### config.mk
export PLATFORM = sky130hd
export DESIGN_NAME = fnd_scan_controller
export DESIGN_NICKNAME = d
export VERILOG_FILES = /design/src/rtl/fnd_scan_controller.sv
export SDC_FILE = /design/constraint.sdc
export NUM_CORES = 1
export LEC_CHECK = 0
export BUFFER_PORTS_ARGS = -buffer_cell sky130_fd_sc_hd__buf_4
export CAP_MARGIN = 20
export CORE_MARGIN = 4
export CORE_UTILIZATION = 60
export DETAILED_ROUTE_END_ITERATION = 8
export PLACE_DENSITY = 0.75
export SLEW_MARGIN = 20
export SYNTH_ARGS = -nofsm -noshare
export SYNTH_HDL_FRONTEND = slang
export SYNTH_SLANG_ARGS = --single-unit
### constraint.sdc
create_clock -name clk -period 3.5 [get_ports clk]
set_input_delay 0.35 -clock clk [delete_from_list [all_inputs] [get_ports clk]]
set_output_delay 0.35 -clock clk [all_outputs]
set_load 0.02 [all_outputs]
### src/rtl/fnd_scan_controller.sv
// Multiplexed 7-segment (FND) driver: serial double-dabble binary-to-BCD conversion feeding a
// scanned display with decimal points, leading-zero blanking, overflow dashes and blinking.
module fnd_scan_controller #(
    parameter int unsigned DIGITS      = 4,
    parameter int unsigned DATA_W      = 14,
    parameter int unsigned CLK_HZ      = 100_000_000,
    parameter int unsigned SCAN_HZ     = 1000,
    parameter int unsigned BLINK_TICKS = 250
) (
    input  logic              clk,
    input  logic              rst,
    input  logic [DATA_W-1:0] i_value,
    input  logic              i_load,
    output logic              o_busy,
    input  logic [DIGITS-1:0] i_dp_mask,
    input  logic              i_blank_lz,
    input  logic              i_blink_en,
    output logic              o_overflow,
    output logic [DIGITS-1:0] fnd_com,
    output logic [7:0]        fnd_data
);

    localparam int unsigned BCD_W    = 4 * (DIGITS + 1);
    localparam int unsigned TICK_DIV = CLK_HZ / SCAN_HZ;
    localparam int unsigned TCNT_W   = (TICK_DIV > 1) ? $clog2(TICK_DIV) : 1;
    localparam int unsigned IDX_W    = (DIGITS > 1) ? $clog2(DIGITS) : 1;
    localparam int unsigned BCNT_W   = (BLINK_TICKS > 1) ? $clog2(BLINK_TICKS) : 1;
    localparam int unsigned CNT_W    = $clog2(DATA_W);

    typedef enum logic [1:0] {StIdle, StConv, StDone} state_e;

    state_e              state_q, state_d;
    logic [DATA_W-1:0]   shift_q, shift_d;
    logic [BCD_W-1:0]    bcd_q, bcd_d, bcd_adj;
    logic [CNT_W-1:0]    bit_cnt_q, bit_cnt_d;
    logic                lost_q, lost_d;
    logic [DIGITS*4-1:0] disp_q, disp_d;
    logic                ovf_q, ovf_d;

    function automatic logic [BCD_W-1:0] add3(input logic [BCD_W-1:0] b);
        logic [BCD_W-1:0] r;
        r = b;
        for (int i = 0; i < int'(DIGITS) + 1; i++) begin
            if (b[4*i +: 4] > 4'd4) r[4*i +: 4] = b[4*i +: 4] + 4'd3;
        end
        return r;
    endfunction

    function automatic logic [6:0] hex7(input logic [3:0] v);
        case (v)
            4'h0: hex7 = 7'h40;  4'h1: hex7 = 7'h79;  4'h2: hex7 = 7'h24;  4'h3: hex7 = 7'h30;
            4'h4: hex7 = 7'h19;  4'h5: hex7 = 7'h12;  4'h6: hex7 = 7'h02;  4'h7: hex7 = 7'h78;
            4'h8: hex7 = 7'h00;  4'h9: hex7 = 7'h10;  4'hA: hex7 = 7'h08;  4'hB: hex7 = 7'h03;
            4'hC: hex7 = 7'h46;  4'hD: hex7 = 7'h21;  4'hE: hex7 = 7'h06;  default: hex7 = 7'h0E;
        endcase
    endfunction

    always_ff @(posedge clk or posedge rst) begin
        if (rst) begin
            state_q   <= StIdle;
            shift_q   <= '0;
            bcd_q     <= '0;
            bit_cnt_q <= '0;
            lost_q    <= 1'b0;
            disp_q    <= '0;
            ovf_q     <= 1'b0;
        end else begin
            state_q   <= state_d;
            shift_q   <= shift_d;
            bcd_q     <= bcd_d;
            bit_cnt_q <= bit_cnt_d;
            lost_q    <= lost_d;
            disp_q    <= disp_d;
            ovf_q     <= ovf_d;
        end
    end

    always_comb begin
        state_d   = state_q;
        shift_d   = shift_q;
        bcd_d     = bcd_q;
        bit_cnt_d = bit_cnt_q;
        lost_d    = lost_q;
        disp_d    = disp_q;
        ovf_d     = ovf_q;
        bcd_adj   = add3(bcd_q);
        unique case (state_q)
            StIdle: begin
                if (i_load) begin
                    shift_d   = i_value;
                    bcd_d     = '0;
                    bit_cnt_d = '0;
                    lost_d    = 1'b0;
                    state_d   = StConv;
                end
            end
            StConv: begin
                bcd_d     = {bcd_adj[BCD_W-2:0], shift_q[DATA_W-1]};
                shift_d   = {shift_q[DATA_W-2:0], 1'b0};
                // A bit falling off the top of the BCD register means the value is far out of range
                lost_d    = lost_q | bcd_adj[BCD_W-1];
                bit_cnt_d = bit_cnt_q + CNT_W'(1);
                if (bit_cnt_q == CNT_W'(DATA_W - 1)) state_d = StDone;
            end
            StDone: begin
                disp_d  = bcd_q[DIGITS*4-1:0];
                ovf_d   = lost_q | (bcd_q[BCD_W-1 -: 4] != 4'd0);
                state_d = StIdle;
            end
            default: state_d = StIdle;
        endcase
    end

    assign o_busy     = (state_q != StIdle);
    assign o_overflow = ovf_q;

    logic [TCNT_W-1:0] tick_cnt_q;
    logic [IDX_W-1:0]  idx_q;
    logic [BCNT_W-1:0] blink_cnt_q;
    logic              blink_on_q;
    logic [DIGITS-1:0] com_q, com_next;
    logic [7:0]        data_q, data_next;
    logic              tick;
    logic [DIGITS-1:0] lz;
    logic              zero_above, cur_lz, cur_dp, blank;
    logic [3:0]        cur_digit;

    assign tick = (tick_cnt_q == TCNT_W'(TICK_DIV - 1));

    always_comb begin
        lz         = '0;
        zero_above = 1'b1;
        cur_digit  = '0;
        cur_lz     = 1'b0;
        cur_dp     = 1'b0;
        // lz[i]: digit i and every digit above it are zero
        for (int i = int'(DIGITS) - 1; i >= 0; i--) begin
            zero_above = zero_above & (disp_q[4*i +: 4] == 4'd0);
            lz[i]      = zero_above;
        end
        for (int i = 0; i < int'(DIGITS); i++) begin
            if (idx_q == IDX_W'(i)) begin
                cur_digit = disp_q[4*i +: 4];
                cur_lz    = lz[i];
                cur_dp    = i_dp_mask[i];
            end
        end
        blank = i_blank_lz & ~ovf_q & (idx_q != '0) & cur_lz;
        if (blank)      data_next = 8'hFF;
        else if (ovf_q) data_next = {~cur_dp, 7'h3F};
        else            data_next = {~cur_dp, hex7(cur_digit)};
        if (i_blink_en && !blink_on_q) com_next = '1;
        else                           com_next = ~(DIGITS'(1) << idx_q);
    end

    always_ff @(posedge clk or posedge rst) begin
        if (rst) begin
            tick_cnt_q  <= '0;
            idx_q       <= '0;
            blink_cnt_q <= '0;
            blink_on_q  <= 1'b1;
            com_q       <= '1;
            data_q      <= 8'hFF;
        end else begin
            tick_cnt_q <= tick ? '0 : tick_cnt_q + TCNT_W'(1);
            if (tick) begin
                com_q  <= com_next;
                data_q <= data_next;
                idx_q  <= (idx_q == IDX_W'(DIGITS - 1)) ? '0 : idx_q + IDX_W'(1);
                if (blink_cnt_q == BCNT_W'(BLINK_TICKS - 1)) begin
                    blink_cnt_q <= '0;
                    blink_on_q  <= ~blink_on_q;
                end else begin
                    blink_cnt_q <= blink_cnt_q + BCNT_W'(1);
                end
            end
        end
    end

    assign fnd_com  = com_q;
    assign fnd_data = data_q;

endmodule

==> out/qor.csv, run 1 <==
stage,metric,value,unit
run_status,outcome,"complete, no violations",
synthesis,synth_top_family_by_area,simple AND/OR/NAND/NOR gates,
critical_path,slowest_stage,dfrtp_1,
drt,dr.pass1.iters,4,
critical_path,path_class,flip-flop to flip-flop,
drt,wl_per_cell,14.36,microns
synthesis,synth_seq_area_share,48.35,%
floorplan,start_util,61.83,%
hold_path,hold_path_depth,3,
clocking,clk_pin_slew_worst_paths,0.10,ns
floorplan,ios,37,
clocking,cts_sinks,98,
hold_path,min_path_type,input pin to flip-flop,
final_layout,final_cell_area,0.005653,sq mm
synthesis,synthMuxAreaShare,3.235,%
timing,finalCritPeriodShare,80.59,%
synthesis,synth_cell_types,57,
synthesis,synth_top_area_share,41.66,%
global_routing,overflow,0,
timing,worst_pin_slew,0.8968,ns
global_routing,grt_usage,20.66,%
critical_path,path_cells,inv_1 -> ha_1 -> nor3b_1 -> a221o_1 -> inv_1 -> ha_1 -> or3_1 -> o221ai_1 -> a21oi_1 -> mux2_2,
timing,maxSlewViolCount,0,
job,maxCapViolCount,0,
timing,hold_violations,0,
critical_path,arrival,3.12,ns
timing,final.setup.tns,0,ns
critical_path,slowest_delay,0.43,ns
global_routing,grt_max_degree,39,
placed_design,dpl_worst_slack,0.7342,ns
synthesis,yosys-top-cells-area,"dfrtp_1, dfstp_2, o21ai_0",
synthesis,synth-edff-count,0,
timing,slew_headroom,40.21,%
global_routing,grt_pass1_vias,3777,
synthesis,synth-warning-count,0,
critical_path,crit_family,simple AND/OR/NAND/NOR gates,
timing,layout_min_cycle_time,2.821,ns
final_layout,area_growth,10.71,%
synthesis,yosys.area_share.xor_xnor,3.774,%
clocking,h-tree-depth,3,
floorplan,design.die.area,0.01005,sq mm
floorplan,die_h,100.3,microns
clocking,root_buffer,clkbuf_8,
timing,fin_ws,0.6795,ns
final_layout,final_common_cell,dfrtp_1,
floorplan,die_w,100.3,microns
drt,routed_wl,9719,microns
power_and_ir_drop,p_leak,2.442,nW
timing,max_freq,354.5,MHz
timing,setup_viol,0,
floorplan,rows,33,
synthesis,netlist_area,0.005106,sq mm
critical_path,worstPathRequired,3.80,ns
synthesis,synthFlopType,dfrtp_1,
synthesis,syn_avg_cell_area,9.473,sq um
critical_path,cp.buffers_inverters,2,
synthesis,synthCells,539,
drt,vias,3882,
critical_path,r2r.worst_path.cells,10,
final_layout,diodes,0,
clocking,clock_path_buffers,2,
synthesis,synthAdderAreaFrac,5.391,%
drt,ant_nets,0,
global_routing,grt_pass1_wl,17120,microns
drt,vias_per_cell,5.734,
placed_design,portBuffers,36,
clocking,cts_buffers,9,
clocking,clk_latency,0.37,ns
synthesis,yosys.area.top_type,dfrtp_1,
critical_path,critPathLaunchType,flip-flop,
final_layout,final_layout_size_suffix_gt1_share,16.43,%
floorplan,core,0.008258,sq mm
placed_design,gp_congestion,0.8237,
critical_path,end_kind,flip-flop,
synthesis,ys_async_sr_fraction,100.0,%
timing,fin_skew,0.01684,ns
placed_design,dpl.hpwl,6813,microns
placed_design,postPlaceCellArea,0.005440,sq mm
final_layout,final_nets,612,
global_routing,antenna_found_initial,0,
synthesis,synthSimpleGateAreaFrac,18.38,%
critical_path,worst-path-stages,10,
timing,rsz0062_at_grt,no,
synthesis,syn-num-nets,584,
synthesis,synth_compound_area_share,16.30,%
critical_path,path_max_fanout,11,
drt,route.detailed.drc,0,
timing,whs,0.3477,ns
power_and_ir_drop,power.density,640.8,mW/mm^2
synthesis,ys_ff_latch,98,
final_layout,final_cell_mix,"dfrtp_1, o21ai_0, nand2_1",
clocking,cts_tree,done,
power_and_ir_drop,ir_worst_vdd,0.4259,mV
drt,initialDrtViolationCount,183,
[metrics by stage]
stage / power, W / std cells / util (%)
6_report: 0.003622 / 677 / 68.45
2_1_floorplan: 0.002609 / 539 / -
3_5_place_dp: 0.002917 / 660 / 65.88
3_3_place_gp: 0.002856 / 660 / 65.88
5_1_grt: 0.003944 / 677 / 68.45
4_1_cts: 0.003656 / 677 / 68.45
[logic make-up (layout without fill, tap and decap cells)]
kind of cell / Yosys count / count (layout)
XOR/XNOR: 22 / 22
adder cells (fa/ha/maj): 22 / 22
multiplexers: 15 / 15
buffers and inverters: 57 / 90
flip-flops: 98 / 98
AND/OR/NAND/NOR: 184 / 184
AO/OA/AOI/OAI: 141 / 141
[area by class of cell]
cell class	count	area (sq um)
Timing Repair Buffer	43	325.3
Clock inverter	7	78.83
Sequential cell	98	2469
Multi-Input combinational cell	384	2407
Fill cell	661	2605
Clock buffer	9	123.9
Tap cell	105	131.4
Inverter	31	117.6
[timing repair]
action	4_1_cts	5_1_grt
hold buffers	1	0
setup endpoints to repair	0	0
endpoints found under the hold margin	18	0
gates resized for setup	0	0
setup buffers	0	0
[path summary, 6_finish.rpt]
check,startpoint,endpoint,slack [ns]
worst max-delay path,idx_q[0],fnd_data[6],0.68
worst min-delay path,i_blink_en,fnd_com[3],0.35
worst max register to register,idx_q[0],fnd_data[6],0.68
worst min register to register,shift_q[5],shift_q[5],0.49
max in group asynchronous,rst,fnd_com[2],2.10
min in group asynchronous,rst,shift_q[9],0.54
[report_power, final]
part | switching (W) | internal (W) | leakage (nW)
Sequential | 0.000273 | 0.00140 | 1.25
Combinational | 0.000677 | 0.000539 | 1.09
Clock | 0.000444 | 0.000285 | 0.102
[layer usage]
metal | vias to the layer above | track usage, % | part of all wire [%]
li1 | 1938 | - | -
met1 | 1852 | 27.67 | 47
met2 | 79 | 34.20 | 47
met3 | 13 | 3.336 | 4.3
met4 | 0 | 7.254 | 1.4
met5 | - | 0 | 0
[tightest hold or removal path, delay by kind of cell]
| kind | cells | cell delay [ns] |
|---|---|---|
| buf+inv | 1 | 0.10 |
| simple gates | 1 | 0.15 |
| compound gates | 1 | 0.11 |
[state kept, by name, summed over array words and instances (netlist names)]
register / count
fnd_com: 4
lost_q: 1
o_overflow: 1
bit_cnt_q: 4
idx_q: 2
blink_cnt_q: 8
blink_on_q: 1
state_q: 2
shift_q: 14
tick_cnt_q: 17
bcd_q: 20
fnd_data: 8
disp_q: 16
[synthesized netlist by cell type, types with 2 or more instances]
| master | instances |
|---|---|
| a211oi_1 | 2 |
| a21o_1 | 2 |
| a21oi_1 | 42 |
| a221o_1 | 3 |
| a22o_1 | 2 |
| a22oi_1 | 2 |
| a31oi_1 | 4 |
| and3_1 | 3 |
| and4_1 | 3 |
| buf_2 | 4 |
| buf_4 | 2 |
| clkbuf_1 | 18 |
| dfrtp_1 | 85 |
| dfstp_2 | 13 |
| ha_1 | 22 |
| inv_1 | 31 |
| mux2_2 | 12 |
| mux2i_1 | 3 |
| nand2_1 | 63 |
| nand2b_1 | 4 |
| nand3_1 | 12 |
| nand3b_1 | 3 |
| nand4_1 | 6 |
| nor2_1 | 35 |
| nor2b_1 | 4 |
| nor3_1 | 11 |
| nor3b_1 | 19 |
| nor4_1 | 6 |
| nor4b_1 | 2 |
| o21ai_0 | 67 |
| o21bai_1 | 2 |
| o31ai_1 | 3 |
| or2_2 | 2 |
| or3_1 | 4 |
| xnor2_1 | 17 |
| xor2_1 | 5 |
No activity file was read; power rests on OpenSTA's default activity.
==> run 2, diff against run 1 <==
==> constraint.sdc (replaced) <==
create_clock -name clk -period 2.8 [get_ports clk]
set_input_delay 0.28 -clock clk [delete_from_list [all_inputs] [get_ports clk]]
set_output_delay 0.28 -clock clk [all_outputs]
set_load 0.02 [all_outputs]
==> out/qor.csv, run 2 (synthesis results as in run 1) <==
stage,metric,value,unit,change
drt,ant_nets,0,,unchanged
final_layout,final_cell_mix,"dfrtp_1, o21ai_0, nand2_1",,unchanged
drt,routed_wl,9686,microns,was 9719 microns
floorplan,design.die.area,0.01005,sq mm,unchanged
clocking,cts_buffers,9,,unchanged
floorplan,core,0.008258,sq mm,unchanged
drt,vias_per_cell,5.780,,was 5.734
clocking,cts_sinks,98,,unchanged
timing,final.setup.tns,0,ns,unchanged
global_routing,grt_usage,20.10,%,was 20.66%
clocking,cts_tree,done,,unchanged
placed_design,gp_congestion,0.8798,,was 0.8237
critical_path,end_kind,flip-flop,,unchanged
timing,slew_headroom,50.82,%,was 40.21%
floorplan,start_util,61.83,%,unchanged
critical_path,r2r_slack,0.16,ns,was 0.68 ns
critical_path,slowest_delay,0.42,ns,was 0.43 ns
final_layout,final_common_cell,dfrtp_1,,unchanged
clocking,clk_latency,0.38,ns,was 0.37 ns
critical_path,slowest_stage,dfrtp_1,,unchanged
floorplan,ios,37,,unchanged
critical_path,cpMostUsedCell,inv_1,,
placed_design,postPlaceCellArea,0.005505,sq mm,was 0.005440 sq mm
clocking,clock_path_buffers,2,,unchanged
critical_path,path_max_fanout,11,,unchanged
timing,finalCritPeriodShare,94.20,%,was 80.59%
final_layout,area_growth,11.61,%,was 10.71%
drt,dr.pass1.iters,4,,unchanged
global_routing,overflow,0,,unchanged
final_layout,largest_reg_flops,20,,unchanged
timing,worst_pin_slew,0.7310,ns,was 0.8968 ns
clocking,hold_buffers,0,,was 1
final_layout,final_nets,616,,was 612
clocking,clk_pin_slew_worst_paths,0.12,ns,was 0.10 ns
power_and_ir_drop,p_leak,2.461,nW,was 2.442 nW
final_layout,final_layout_size_suffix_gt1_share,17.36,%,was 16.43%
critical_path,critPathLaunchType,flip-flop,,unchanged
timing,hold_violations,0,,unchanged
floorplan,die_w,100.3,microns,unchanged
global_routing,grt_max_degree,99,,was 39
critical_path,worstPathRequired,3.11,ns,was 3.80 ns
global_routing,grt_pass1_vias,3756,,was 3777
timing,fin_skew,0.01772,ns,was 0.01684 ns
timing,setup_viol,0,,unchanged
power_and_ir_drop,ir_worst_vdd,0.7085,mV,was 0.4259 mV
critical_path,arrival,2.94,ns,was 3.12 ns
timing,max_freq,379.1,MHz,was 354.5 MHz
timing,layout_min_cycle_time,2.638,ns,was 2.821 ns
floorplan,die_h,100.3,microns,unchanged
global_routing,antenna_found_initial,0,,unchanged
final_layout,fin_util,69.02,%,was 68.45%
power_and_ir_drop,power.density,796.9,mW/mm^2,was 640.8 mW/mm^2
run_status,outcome,"complete, no violations",,unchanged
final_layout,final_cell_area,0.005699,sq mm,was 0.005653 sq mm
drt,route.detailed.drc,0,,unchanged
critical_path,path_class,flip-flop to flip-flop,,unchanged
critical_path,r2r.worst_path.cells,10,,unchanged
job,maxCapViolCount,0,,unchanged
timing,whs,0.03257,ns,was 0.3477 ns
critical_path,rr_startpoint,idx_q[0],,unchanged
drt,wl_per_cell,14.22,microns,was 14.36 microns
clocking,postCtsSetupBuffers,0,,unchanged
drt,initialDrtViolationCount,116,,was 183
final_layout,diodes,0,,unchanged
final_layout,top_regs,"bcd_q x20, tick_cnt_q x17, disp_q x16",,unchanged
timing,rsz0062_at_grt,no,,unchanged
drt,vias,3936,,was 3882
critical_path,path_cells,inv_1 -> ha_2 -> nor3b_1 -> a221o_1 -> inv_1 -> ha_1 -> or3_1 -> o221ai_1 -> a21oi_1 -> mux2_2,,was inv_1 -> ha_1 -> nor3b_1 -> a221o_1 -> inv_1 -> ha_1 -> or3_1 -> o221ai_1 -> a21oi_1 -> mux2_2
floorplan,rows,33,,unchanged
critical_path,r2r-end,fnd_data[6],,unchanged
placed_design,portBuffers,36,,unchanged
final_layout,fill_cells,616,,was 661
global_routing,grt_pass1_wl,16680,microns,was 17120 microns
clocking,root_buffer,clkbuf_8,,unchanged
placed_design,dpl.hpwl,6775,microns,was 6813 microns
final_layout,regMostFlops,bcd_q,,unchanged
timing,maxSlewViolCount,0,,unchanged
hold_path,min_path_type,input pin to async pin,,was input pin to flip-flop
clocking,h-tree-depth,3,,unchanged
==> run 2: power by group <==
group	leakage [nW]	switching, W	internal [W]
Combinational	1.11	0.000857	0.000700
Clock	0.0962	0.000551	0.000350
Sequential	1.25	0.000327	0.00176
==> run 2: what timing repair did <==
| item | 4_1_cts | 5_1_grt |
|---|---|---|
| hold endpoints to repair | 0 | 0 |
| resized for setup | 0 | 1 |
| setup endpoints to repair | 0 | 1 |
==> run 2: cell type report <==
type                            instances  area [sq um]  area share (%)
Tap cell                              105         131.4           2.305
Clock buffer                            9         123.9           2.173
Inverter                               31         120.1           2.108
Clock inverter                          7         67.56           1.186
Timing Repair Buffer                   47         377.9           6.630
Sequential cell                        98          2469           43.32
Multi-Input combinational cell        384          2410           42.28
==> run 2: critical path, delay by kind of cell (launching register included) <==
| family | cells | cell delay [ns] |
|---|---|---|
| AO/OA/AOI/OAI | 3 | 0.54 |
| flip-flops | 1 | 0.42 |
| buffers and inverters | 2 | 0.26 |
| AND/OR/NAND/NOR | 2 | 0.57 |
| multiplexers | 1 | 0.27 |
| adder cells (fa/ha/maj) | 2 | 0.51 |
==> run 2: worst max path at each step <==
stage	start	to	slack, ns	depth (start not counted)
floorplan	idx_q[0]	fnd_data[6]	0.31	10
global placement	idx_q[0]	fnd_data[6]	0.21	10
detailed placement	idx_q[0]	fnd_data[6]	0.09	10
CTS	idx_q[0]	fnd_data[6]	0.08	10
global route	idx_q[1]	fnd_data[6]	0.01	10
finish	idx_q[0]	fnd_data[6]	0.16	10
==> run 2: layer usage <==
layer	wire length, microns	part of all wire [%]	global-route usage [%]
met2	4658	48	33.79
met3	361	3.7	3.614
met5	0	0	0
met1	4505	47	26.00
met4	160	1.7	7.565
==> run 2: per-stage QoR <==
stage | power, W | cells | setup WS [ns]
floorplan | 0.003261 | 539 | 0.3143
global placement | 0.003603 | 665 | 0.2086
detailed placement | 0.003676 | 665 | 0.09329
CTS | 0.004571 | 681 | 0.07607
global route | 0.004890 | 681 | 0.01020
finish | 0.004542 | 681 | 0.1625
==> run 3, diff against run 2 <==
--- a/config.mk
+++ b/config.mk
@@ -7,8 +7,10 @@
 export LEC_CHECK = 0
 export BUFFER_PORTS_ARGS = -buffer_cell sky130_fd_sc_hd__buf_4
 export CAP_MARGIN = 20
+export CORE_ASPECT_RATIO = 1.75
 export CORE_MARGIN = 4
 export CORE_UTILIZATION = 60
+export CTS_BUF_LIST = sky130_fd_sc_hd__clkbuf_8
 export DETAILED_ROUTE_END_ITERATION = 8
 export PLACE_DENSITY = 0.75
 export SLEW_MARGIN = 20
==> out/qor.csv, run 3 (synthesis results as in run 1) <==
stage,metric,value,unit,change
global_routing,grt_pass1_wl,17760,microns,was 16680 microns
timing,finalCritPeriodShare,91.53,%,was 94.20%
final_layout,final_cell_area,0.005727,sq mm,was 0.005699 sq mm
timing,worst_pin_slew,0.7940,ns,was 0.7310 ns
timing,slew_headroom,46.58,%,was 50.82%
floorplan,rows,44,,was 33
final_layout,area_growth,12.15,%,was 11.61%
timing,max_freq,390.2,MHz,was 379.1 MHz
final_layout,regMostFlops,bcd_q,,unchanged
final_layout,fin_util,68.89,%,was 69.02%
placed_design,dpl.hpwl,7430,microns,was 6775 microns
power_and_ir_drop,p_leak,2.471,nW,was 2.461 nW
final_layout,diodes,0,,unchanged
final_layout,final_nets,619,,was 616
drt,wl_per_cell,14.63,microns,was 14.22 microns
timing,final.setup.tns,0,ns,unchanged
floorplan,core,0.008313,sq mm,was 0.008258 sq mm
global_routing,grt_pass1_vias,3952,,was 3756
critical_path,critPathLaunchType,flip-flop,,unchanged
critical_path,path_max_fanout,16,,was 11
final_layout,largest_reg_flops,20,,unchanged
timing,hold_violations,0,,unchanged
run_status,outcome,"complete, no violations",,unchanged
global_routing,grt_max_degree,49,,was 99
clocking,h-tree-depth,3,,unchanged
final_layout,final_cell_mix,"dfrtp_1, o21ai_0, nand2_1",,unchanged
final_layout,final_layout_size_suffix_gt1_share,17.79,%,was 17.36%
timing,fin_skew,0.01237,ns,was 0.01772 ns
clocking,postCtsSetupBuffers,0,,unchanged
critical_path,arrival,2.87,ns,was 2.94 ns
timing,setup_viol,0,,unchanged
drt,initialDrtViolationCount,152,,was 116
floorplan,design.die.area,0.01011,sq mm,was 0.01005 sq mm
drt,dr.pass1.iters,4,,unchanged
final_layout,final_cells,694,,was 681
timing,layout_min_cycle_time,2.563,ns,was 2.638 ns
drt,ant_nets,0,,unchanged
critical_path,end_kind,flip-flop,,unchanged
clocking,root_buffer,clkbuf_8,,unchanged
drt,vias,3901,,was 3936
final_layout,top_regs,"bcd_q x20, tick_cnt_q x17, disp_q x16",,unchanged
hold_path,min_path_type,input pin to flip-flop,,was input pin to async pin
clocking,clk_pin_slew_worst_paths,0.09,ns,was 0.12 ns
drt,routed_wl,10150,microns,was 9686 microns
placed_design,portBuffers,36,,unchanged
placed_design,postPlaceCellArea,0.005520,sq mm,was 0.005505 sq mm
floorplan,ios,37,,unchanged
clocking,cts_buffers,9,,unchanged
drt,vias_per_cell,5.621,,was 5.780
power_and_ir_drop,ir_worst_vdd,0.5451,mV,was 0.7085 mV
floorplan,die_h,130.0,microns,was 100.3 microns
timing,whs,0.2442,ns,was 0.03257 ns
floorplan,die_w,77.74,microns,was 100.3 microns
job,maxCapViolCount,0,,unchanged
power_and_ir_drop,power.density,799.6,mW/mm^2,was 796.9 mW/mm^2
critical_path,path_class,flip-flop to flip-flop,,unchanged
final_layout,final_common_cell,dfrtp_1,,unchanged
clocking,cts_sinks,98,,unchanged
placed_design,gp_congestion,0.9230,,was 0.8798
clocking,clk_latency,0.37,ns,was 0.38 ns
drt,route.detailed.drc,0,,unchanged
critical_path,worstPathRequired,3.11,ns,about the same
placed_design,placedCellCount,677,,was 665
global_routing,antenna_found_initial,0,,unchanged
floorplan,start_util,61.42,%,was 61.83%
timing,maxSlewViolCount,0,,unchanged
global_routing,overflow,0,,unchanged
clocking,clock_path_buffers,2,,unchanged
clocking,cts_tree,done,,unchanged
global_routing,grt_usage,22.24,%,was 20.10%
timing,rsz0062_at_grt,no,,unchanged
==> run 3: power by group <==
group / leakage [nW] / total (W) / switching (W) / internal, W
Clock: 0.0954 / 0.000907 / 0.000496 / 0.000411
Combinational: 1.12 / 0.00158 / 0.000867 / 0.000710
Sequential: 1.25 / 0.00209 / 0.000339 / 0.00176
Total: 2.47 / 0.00458 / 0.00170 / 0.00288
==> run 3: cell type report <==
type / count / area [sq um]
fillers: 648 / 2586
flip-flops and latches: 98 / 2469
multi-input cells: 384 / 2411
repair buffers: 50 / 390.4
well taps: 115 / 143.9
clock buffers: 9 / 123.9
inverters: 31 / 120.1
clock inverters: 7 / 68.82
==> run 3: worst max-delay path, cell delays in order (launching register included) <==
cell and delay, ns:
dfrtp_1 0.42, ha_1 0.38, a211oi_1 0.23, a221o_2 0.26
inv_1 0.12, ha_1 0.19, or3_1 0.36, o221ai_1 0.18
a21oi_1 0.09, mux2_2 0.26
==> run 3: final timing paths <==
path,start,to,slack (ns),cells after the start
max,idx_q[0],fnd_data[6],0.24,9
min reg2reg,tick_cnt_q[0],tick_cnt_q[0],0.48,1
min,i_blink_en,fnd_com[0],0.24,3
max in group asynchronous,rst,bcd_q[17],1.53,4
max reg2reg,idx_q[0],fnd_data[6],0.24,9
min in group asynchronous,rst,tick_cnt_q[15],0.52,3
==> run 3: through the flow <==
step	setup WS, ns	total power (W)
finish	0.2371	0.004579
detailed placement	0.1143	0.003710
floorplan	0.3143	0.003261
CTS	0.07975	0.004628
global route	0.03433	0.004965
global placement	0.1917	0.003615
==> run 3: timing repair <==
item	in CTS	in global routing
resized for setup	0	2
endpoints found under the setup margin	0	1
endpoints found under the hold margin	18	0
hold buffers	1	0
==> run 3: routing by layer <==
layer,vias up,share of wire (%),track usage (%),wire [microns]
met1,1878,41,25.32,4140
met3,18,3.4,4.351,348
met2,61,53,39.75,5415
met5,-,0,0,0
li1,1944,-,-,-
met4,0,2.5,10.69,249
